**src/rtl/rs_issue_scheduler.sv**
```systemverilog
// Reservation-station issue scheduler: slot allocation, CDB wakeup of
// operand readiness, and oldest-ready selection via an age matrix.
module rs_issue_scheduler #(
  parameter int RSEntries        = 8,
  parameter int RSIdxBits        = 3,
  parameter int TagBits          = 6,
  parameter int RStationInstance = 0
) (
  input  logic                 clock_i,
  input  logic                 reset_i,
  input  logic                 enable_i,
  input  logic                 stall_i,
  input  logic [TagBits-1:0]   srcATag_i,
  input  logic                 srcAReady_i,
  input  logic [TagBits-1:0]   srcBTag_i,
  input  logic                 srcBReady_i,
  input  logic                 cdbValid_i,
  input  logic [TagBits-1:0]   cdbTag_i,
  output logic [RSIdxBits-1:0] allocIdx_o,
  output logic                 full_o,
  output logic                 issueValid_o,
  output logic [RSIdxBits-1:0] issueIdx_o,
  output logic [RSIdxBits:0]   occupancy_o
);

  // Reject inconsistent parameterisations at elaboration.
  if (RSEntries < 2 || RSEntries > 32) begin : g_bad_entries
    $error("rs_issue_scheduler: RSEntries out of range");
  end
  if (RSIdxBits != $clog2(RSEntries)) begin : g_bad_idx
    $error("rs_issue_scheduler: RSIdxBits must equal clog2(RSEntries)");
  end
  if (RStationInstance < 0) begin : g_bad_inst
    $error("rs_issue_scheduler: RStationInstance must be non-negative");
  end

  logic [RSEntries-1:0] valid_q, valid_d;
  logic [RSEntries-1:0] a_rdy_q, a_rdy_d;
  logic [RSEntries-1:0] b_rdy_q, b_rdy_d;
  logic [TagBits-1:0]   a_tag_q [RSEntries];
  logic [TagBits-1:0]   a_tag_d [RSEntries];
  logic [TagBits-1:0]   b_tag_q [RSEntries];
  logic [TagBits-1:0]   b_tag_d [RSEntries];
  // older_q[i][j]: slot i was allocated before slot j
  logic [RSEntries-1:0] older_q [RSEntries];
  logic [RSEntries-1:0] older_d [RSEntries];
  logic                 issue_valid_q, issue_valid_d;
  logic [RSIdxBits-1:0] issue_idx_q, issue_idx_d;
  logic [RSIdxBits:0]   occupancy_q, occupancy_d;

  logic [RSIdxBits-1:0] alloc_idx;
  logic                 alloc_found;
  logic                 full;
  logic                 accept;
  logic [RSEntries-1:0] cand;
  logic [RSEntries-1:0] win_vec;
  logic [RSEntries-1:0] older_col;
  logic [RSIdxBits-1:0] win_idx;
  logic                 win_found;
  logic                 issue_fire;

  // Free-slot search: lowest-index invalid slot, full when none remain.
  always_comb begin
    alloc_idx   = '0;
    alloc_found = 1'b0;
    for (int unsigned i = 0; i < RSEntries; i++) begin
      if (!valid_q[i] && !alloc_found) begin
        alloc_idx   = RSIdxBits'(i);
        alloc_found = 1'b1;
      end
    end
    full   = &valid_q;
    accept = enable_i && !full;
  end

  // Oldest-ready select: a candidate wins when no other candidate is older.
  always_comb begin
    cand      = valid_q & a_rdy_q & b_rdy_q;
    win_vec   = '0;
    older_col = '0;
    win_idx   = '0;
    win_found = 1'b0;
    for (int unsigned i = 0; i < RSEntries; i++) begin
      for (int unsigned j = 0; j < RSEntries; j++) begin
        older_col[j] = older_q[j][i];
      end
      win_vec[i] = cand[i] && !(|(cand & older_col));
    end
    for (int unsigned i = 0; i < RSEntries; i++) begin
      if (win_vec[i] && !win_found) begin
        win_idx   = RSIdxBits'(i);
        win_found = 1'b1;
      end
    end
    issue_fire = !stall_i && win_found;
  end

  // Next-state: wakeup, issue free, dispatch write and age-matrix update.
  always_comb begin
    valid_d       = valid_q;
    a_rdy_d       = a_rdy_q;
    b_rdy_d       = b_rdy_q;
    a_tag_d       = a_tag_q;
    b_tag_d       = b_tag_q;
    older_d       = older_q;
    issue_valid_d = issue_fire;
    issue_idx_d   = issue_fire ? win_idx : issue_idx_q;
    occupancy_d   = occupancy_q + (RSIdxBits+1)'(accept) - (RSIdxBits+1)'(issue_fire);
    if (cdbValid_i) begin
      for (int unsigned i = 0; i < RSEntries; i++) begin
        if (valid_q[i] && a_tag_q[i] == cdbTag_i) a_rdy_d[i] = 1'b1;
        if (valid_q[i] && b_tag_q[i] == cdbTag_i) b_rdy_d[i] = 1'b1;
      end
    end
    if (issue_fire) valid_d[win_idx] = 1'b0;
    // The allocated slot is invalid now, so it never collides with the winner.
    if (accept) begin
      valid_d[alloc_idx] = 1'b1;
      a_tag_d[alloc_idx] = srcATag_i;
      b_tag_d[alloc_idx] = srcBTag_i;
      a_rdy_d[alloc_idx] = srcAReady_i | (cdbValid_i && cdbTag_i == srcATag_i);
      b_rdy_d[alloc_idx] = srcBReady_i | (cdbValid_i && cdbTag_i == srcBTag_i);
      older_d[alloc_idx] = '0;
      for (int unsigned j = 0; j < RSEntries; j++) begin
        older_d[j][alloc_idx] = valid_q[j] && !(issue_fire && win_idx == RSIdxBits'(j));
      end
    end
  end

  // State registers with synchronous reset.
  always_ff @(posedge clock_i) begin
    if (reset_i) begin
      valid_q       <= '0;
      a_rdy_q       <= '0;
      b_rdy_q       <= '0;
      a_tag_q       <= '{default: '0};
      b_tag_q       <= '{default: '0};
      older_q       <= '{default: '0};
      issue_valid_q <= 1'b0;
      issue_idx_q   <= '0;
      occupancy_q   <= '0;
    end else begin
      valid_q       <= valid_d;
      a_rdy_q       <= a_rdy_d;
      b_rdy_q       <= b_rdy_d;
      a_tag_q       <= a_tag_d;
      b_tag_q       <= b_tag_d;
      older_q       <= older_d;
      issue_valid_q <= issue_valid_d;
      issue_idx_q   <= issue_idx_d;
      occupancy_q   <= occupancy_d;
    end
  end

  assign allocIdx_o   = alloc_idx;
  assign full_o       = full;
  assign issueValid_o = issue_valid_q;
  assign issueIdx_o   = issue_idx_q;
  assign occupancy_o  = occupancy_q;

endmodule
```
**config.mk**
```make
export PLATFORM = sky130hd
export DESIGN_NAME = rs_issue_scheduler
export DESIGN_NICKNAME = d
export VERILOG_FILES = /design/src/rtl/rs_issue_scheduler.sv
export SDC_FILE = /design/constraint.sdc
export NUM_CORES = 1
export LEC_CHECK = 0
export CORE_MARGIN = 3
export CORE_UTILIZATION = 64
export CTS_CLUSTER_DIAMETER = 100
export DETAILED_ROUTE_END_ITERATION = 7
export DONT_BUFFER_PORTS = 1
export PLACE_DENSITY = 0.89
export SETUP_SLACK_MARGIN = 0.15
export SLEW_MARGIN = 20
export SYNTH_ARGS = -nofsm -noshare
export SYNTH_HDL_FRONTEND = slang
export SYNTH_SLANG_ARGS = --single-unit
```
**constraint.sdc**
```tcl
create_clock -name clock_i -period 3.75 [get_ports clock_i]
set_input_delay 0.75 -clock clock_i [delete_from_list [all_inputs] [get_ports clock_i]]
set_output_delay 0.75 -clock clock_i [all_outputs]
set_load 0.02 [all_outputs]
```
Yosys cells after proc, flatten, opt, wreduce, memory -nomap -nowiden:

Index checks and enable logic that the tools add are counted.

* add/subtract/negate cells: 2
* $mul: 0
* divide/modulo/power cells: 0
* magnitude comparators: 6
* eq/ne operators: 25
* shift-type cells: 0
* multiplexer cells: 71
* bitwise logic cells: 18
* reduce and logical (&&, ||, !) cells: 109

Operator list (count)
* $eq 6x6->1: 18
* $bwmux 48: 2
* $and 8x8->8: 11
* $bwmux 8: 10
* $and 64x64->64: 1
* $not 64->64: 1
* $reduce_or 8->1: 8
* $logic_and 1x1->1: 61
* $mux 8: 7
* $logic_not 1->1: 38
* $mux 1: 35
* $mux 3: 11
* $demux 8 s3: 1
* $demux 6 s3: 1
* $eq 3x3->1 const B: 4
* $lt 3x4->1 const B: 2
* $not 8->8: 1
* $or 8x8->8: 1
* $reduce_and 8->1: 1
* $demux 1 s3: 2
* $eq 3x2->1 const B: 2
* $ge 3x1->1 const B: 2
* $mux 6: 1
* $add 4x1->4: 1
* other kinds (8): 9

* register bits after elaboration: 192
* bits in latches: 0
* memory bits (writable): 0
* bits in read-only memories: 0
* bits of input ports: 25
* output and inout port bits: 12
* word-level logic and storage cells: 261
* memories: 0

Longest topological paths before layout:

* word-level depth: 37
* gate-level depth with buffers: 13

Worst setup path after synthesis:

No wires, ideal clock.

* path kind: register -> register
* start: register valid_q[0]
* end: register occupancy_q[2] (netlist: occupancy_o[2])
* setup time: 0.128 ns
* arrival: 2.697 ns
* data required time: 3.622 ns
* path slack: 0.926 ns
* cell stages (with the launch flop): 14
* path buffers: 2
* period minus slack after synthesis: 2.824 ns
* path through: dfxtp_1 -> nand4_1 -> buf_2 -> nor2_1 -> nor2b_1 -> inv_2 -> buf_1 -> ha_1 -> inv_1 -> ha_1 -> inv_1 -> fa_1 -> xor2_1 -> nor2_1

RTL lines
* from (decl): RTL line 37 `logic [RSEntries-1:0] valid_q, valid_d;`
* from (signal assigned): RTL line 143 `valid_q <= valid_d;`
* $reduce_and 8->1: RTL line 72 `full = &valid_q;`
* named net full_o: RTL line 20 `output logic full_o,`
* $logic_not 1->1: RTL line 73 `accept = enable_i && !full;`
* $logic_and 1x1->1: RTL line 73
* $add 4x1->4: RTL line 108 `occupancy_d = occupancy_q + (RSIdxBits+1)'(accept) - (RSIdxBits+1)'(issue_fire);`
* $sub 4x1->4: RTL line 108
* to (signal assigned): RTL line 151 `occupancy_q <= occupancy_d;`
* to (decl): RTL line 49 `logic [RSIdxBits:0] occupancy_q, occupancy_d;`

The timed path passes the listed nets, and every way through them passes these cells.
A chain may end at the register's enable or synchronous reset.

Worst setup path after layout:

* start: register valid_q[2]
* end: output port allocIdx_o[1]

* cells in the longest elaborated chain, start to end: 18

Ends and longest elaborated chain
* $logic_not 1->1 (*): RTL line 67 `if (!valid_q[i] && !alloc_found) begin`
* $logic_and 1x1->1 (*): RTL line 67
* $mux 1: RTL line 67
* $logic_not 1->1: RTL line 67
* $logic_and 1x1->1: RTL line 67
* $mux 1: RTL line 67
* $logic_not 1->1: RTL line 67
* $logic_and 1x1->1: RTL line 67
* [... 2 more ...]
* $logic_and 1x1->1: RTL line 67
* $mux 1: RTL line 67
* $logic_not 1->1: RTL line 67
* $logic_and 1x1->1: RTL line 67
* $mux 1: RTL line 67
* $logic_not 1->1: RTL line 67
* $logic_and 1x1->1: RTL line 67
* $mux 3 (*): RTL line 67
* to (decl): RTL line 19 `output logic [RSIdxBits-1:0] allocIdx_o,`

Every way passes the cells marked *; elsewhere a longest branch is shown, timed or not.

==> out/summary.txt <==
area of the multi-input gates: 4803 sq um
initial antenna violation count: 0
DRC: 0
CTS tree: yes
largest net degree at the start of global routing: 164
cells on worst reg2reg path: 12
ys async rst share: 0
Root Buffer: clkbuf_16
Core ar.: 13,510 sq um
DIE WIDTH: 124.8 microns
Distinct cells, synth: 69
post-route ant nets: 0
Slew Limit Fails: 0
critical hold path startpoint: reset_i
reg2reg end: occupancy_o[2]$_SDFF_PP0_
status: finished, final reports clean
Fin Setup TNS: 0 ps
post-CTS setup buffer count: 0
crit path max fanout: 15
Reg clk slew, reported paths: 70 ps
Area growth syn-to-layout: 5.829%
Initial DRT Pass Iterations: 7
Main synth FF type: dfxtp_1
hold buffer count at cts: 0
post-synthesis sequential area ratio: 0.4254
final wirelength: 27,540 microns
Slew @ Worst Pin: 949.9 ps
Die Y: 124.8 microns
FF+latch count, synth: 192
worst relative slew slack: 0.3660
worst r2r src: valid_q[3]$_SDFF_PP0_
gr usage total: 0.3487
number of global-route vias before repair: 7,593
Synth Warn #: 0
endpoints failing hold: 0
Worst Hold End: older_q[45]$_SDFFE_PP0P_
CTS buffer count: 17
total power: 4.086 mW
IO buf count: 0
Peak supply drop: 370.2 uV
type of the most critical hold path: input pin to flip-flop
Sink Count: 192
worst hold stages: 1
Fmax achieved: 0.2953 GHz
fin crit share: 0.9030
Initial DRC Count: 902
Layout Nets: 1,078
Ant. Diodes: 0
Final GP Congestion: 1.064
R2R Setup Slk: 510 ps
DR vias/cell: 6.517
Worst EP required: 3000 ps
# fillers: 1,057
Post-Syn Instances: 1,098
Layout Skew: 8.763 ps
Reg area: 3844 sq um
crit path DAT: 2640 ps
worst-skew pair later-pin latency: 450 ps
total die area: 15,580 sq um
# IOs: 37
# rows: 42
RSZ-0062 raised after global routing: no
H-tree Lvls: 4
Starting Density: 0.6691
syn avg cell area: 8.230 sq um
Crit Path Class: flip-flop to output port
Post-Synthesis Cell Area: 9036 sq um
max-cap violations: 0
setup violators final: 0
critical path startpoint category: flip-flop
share of layout cells above drive strength 1: 0.07446
number of synthesized flops with an enable pin: 0
Setup crit end kind: output port
DP HPWL: 18,470 microns
post_cts resized: 0
DR WL/cell: 22.26 microns
clock buffer depth: 2
global-route wire length before repair: 42,550 microns
via count: 8,062
cell leakage power: 3.266 nW
power per cell area: 427.2 nW/um^2
minimum clock period: 3386 ps
gr ovfl total: 0
syn nets: 1,128
## sequential cells by signal, summed over array words and instances (netlist names), named ones only
register and count:
occupancy_o 4, b_rdy_q 8, a_rdy_q 8, valid_q 8, a_tag_q 48, older_col 7
older_q 49, b_tag_q 48, issueValid_o 1, issueIdx_o 3
## cell families (layout without fill, tap and decap cells)
family	count (synthesis)	count (layout)	share of synthesized area
XOR/XNOR	111	111	0.1076
AO/OA/AOI/OAI	253	253	0.1864
adder cells (fa/ha/maj)	5	5	0.007754
AND/OR/NAND/NOR	441	441	0.2292
buffers and inverters	96	59	0.04376
flip-flops	192	192	0.4254
## synthesized netlist by cell type, drive strengths merged, types with 5 or more instances
| cell type | n | share of area |
|---|---|---|
| nand2b | 6 | 0.0050 |
| a32o | 5 | 0.0055 |
| a211oi | 16 | 0.013 |
| nand2 | 241 | 0.10 |
| a21oi | 119 | 0.068 |
| xnor2 | 51 | 0.049 |
| a22o | 9 | 0.0087 |
| clkbuf | 52 | 0.022 |
| dfxtp | 192 | 0.43 |
| nor2b | 8 | 0.0055 |
| and3 | 17 | 0.012 |
| nand4 | 25 | 0.017 |
| a41oi | 13 | 0.013 |
| nor4 | 18 | 0.014 |
| o31ai | 10 | 0.0098 |
| o21ai | 35 | 0.022 |
| nand3 | 20 | 0.011 |
| inv | 15 | 0.0062 |
| and2 | 5 | 0.0035 |
| a22oi | 19 | 0.016 |
| o2111ai | 6 | 0.0058 |
| buf | 29 | 0.016 |
| nor3 | 19 | 0.016 |
| nor2 | 70 | 0.031 |
| xor2 | 60 | 0.058 |
## critical path, cell delays in order (launching register included)
cell	delay, ps
dfxtp_1	650
nand4_1	170
buf_4	220
or4b_1	730
nand2_1	190
a31o_2	220
## power by group
part | internal [mW] | total, mW | switching, mW
clock | 0.883 | 1.71 | 0.826
sequential | 2.07 | 2.11 | 0.0416
combinational | 0.108 | 0.262 | 0.154
## layout make-up
class | count | area share
Inverter | 15 | 0.005888
Tap cell | 176 | 0.02303
Clock inverter | 12 | 0.01073
Multi-Input combinational cell | 810 | 0.5023
Timing Repair Buffer | 12 | 0.009420
Clock buffer | 20 | 0.04671
Sequential cell | 192 | 0.4019
## layout by cell type, fill, tap and decap left out, drive strengths merged, types with 2 or more instances in the layout
cell type	n
a41oi	13
nor2	70
clkinvlp	2
o2111ai	6
o31ai	10
clkbuf	20
a41o	2
o21ai	35
nand2	241
and2	5
dfxtp	192
ha	4
nand2b	6
nand4	25
a211oi	16
a22oi	19
nor4	18
nand4b	2
nor2b	8
a21oi	119
nor3	19
xor2	60
nand3	20
a211o	4
a32o	5
and4b	2
clkinv	5
a31oi	3
and3	17
a22o	9
a32oi	3
buf	12
inv	20
xnor2	51
## stage by stage
step | setup WS, ps | utilization | hold WS (ps) | cells | cell area (sq um)
after CTS | 434.9 | 0.7076 | 376.2 | 1237 | 9557
final | 363.8 | 0.7081 | 390.8 | 1237 | 9563
after detailed placement | 609.5 | 0.6669 | 444.1 | 1205 | 9007
after floorplan | 925.9 | - | 424.7 | 1098 | 9036
after global routing | 294.9 | 0.7081 | 378.9 | 1237 | 9563
after global placement | 701.7 | 0.6669 | 437.8 | 1205 | 9007
## worst max path at each step
| stage | from | to | slack, ps | depth (start not counted) |
|---|---|---|---|---|
| 2_1_floorplan | valid_q[0]$_SDFF_PP0_ | occupancy_o[2]$_SDFF_PP0_ | 930 | 13 |
| 3_3_place_gp | valid_q[3]$_SDFF_PP0_ | occupancy_o[2]$_SDFF_PP0_ | 700 | 12 |
| 3_5_place_dp | valid_q[3]$_SDFF_PP0_ | occupancy_o[2]$_SDFF_PP0_ | 610 | 12 |
| 4_1_cts | valid_q[2]$_SDFF_PP0_ | allocIdx_o[1] | 430 | 5 |
| 5_1_grt | valid_q[3]$_SDFF_PP0_ | occupancy_o[2]$_SDFF_PP0_ | 290 | 12 |
| 6_report | valid_q[2]$_SDFF_PP0_ | allocIdx_o[1] | 360 | 5 |
## per-layer routing
| layer | share of wire | global-route usage | vias to the layer above |
|---|---|---|---|
| met4 | 0.050 | 0.1939 | 0 |
| met1 | 0.39 | 0.4440 | 3738 |
| met3 | 0.10 | 0.09005 | 109 |
| met2 | 0.46 | 0.5398 | 512 |
| li1 | - | - | 3703 |
| met5 | 0 | 0 | - |
(Power assumes the default switching activity.)
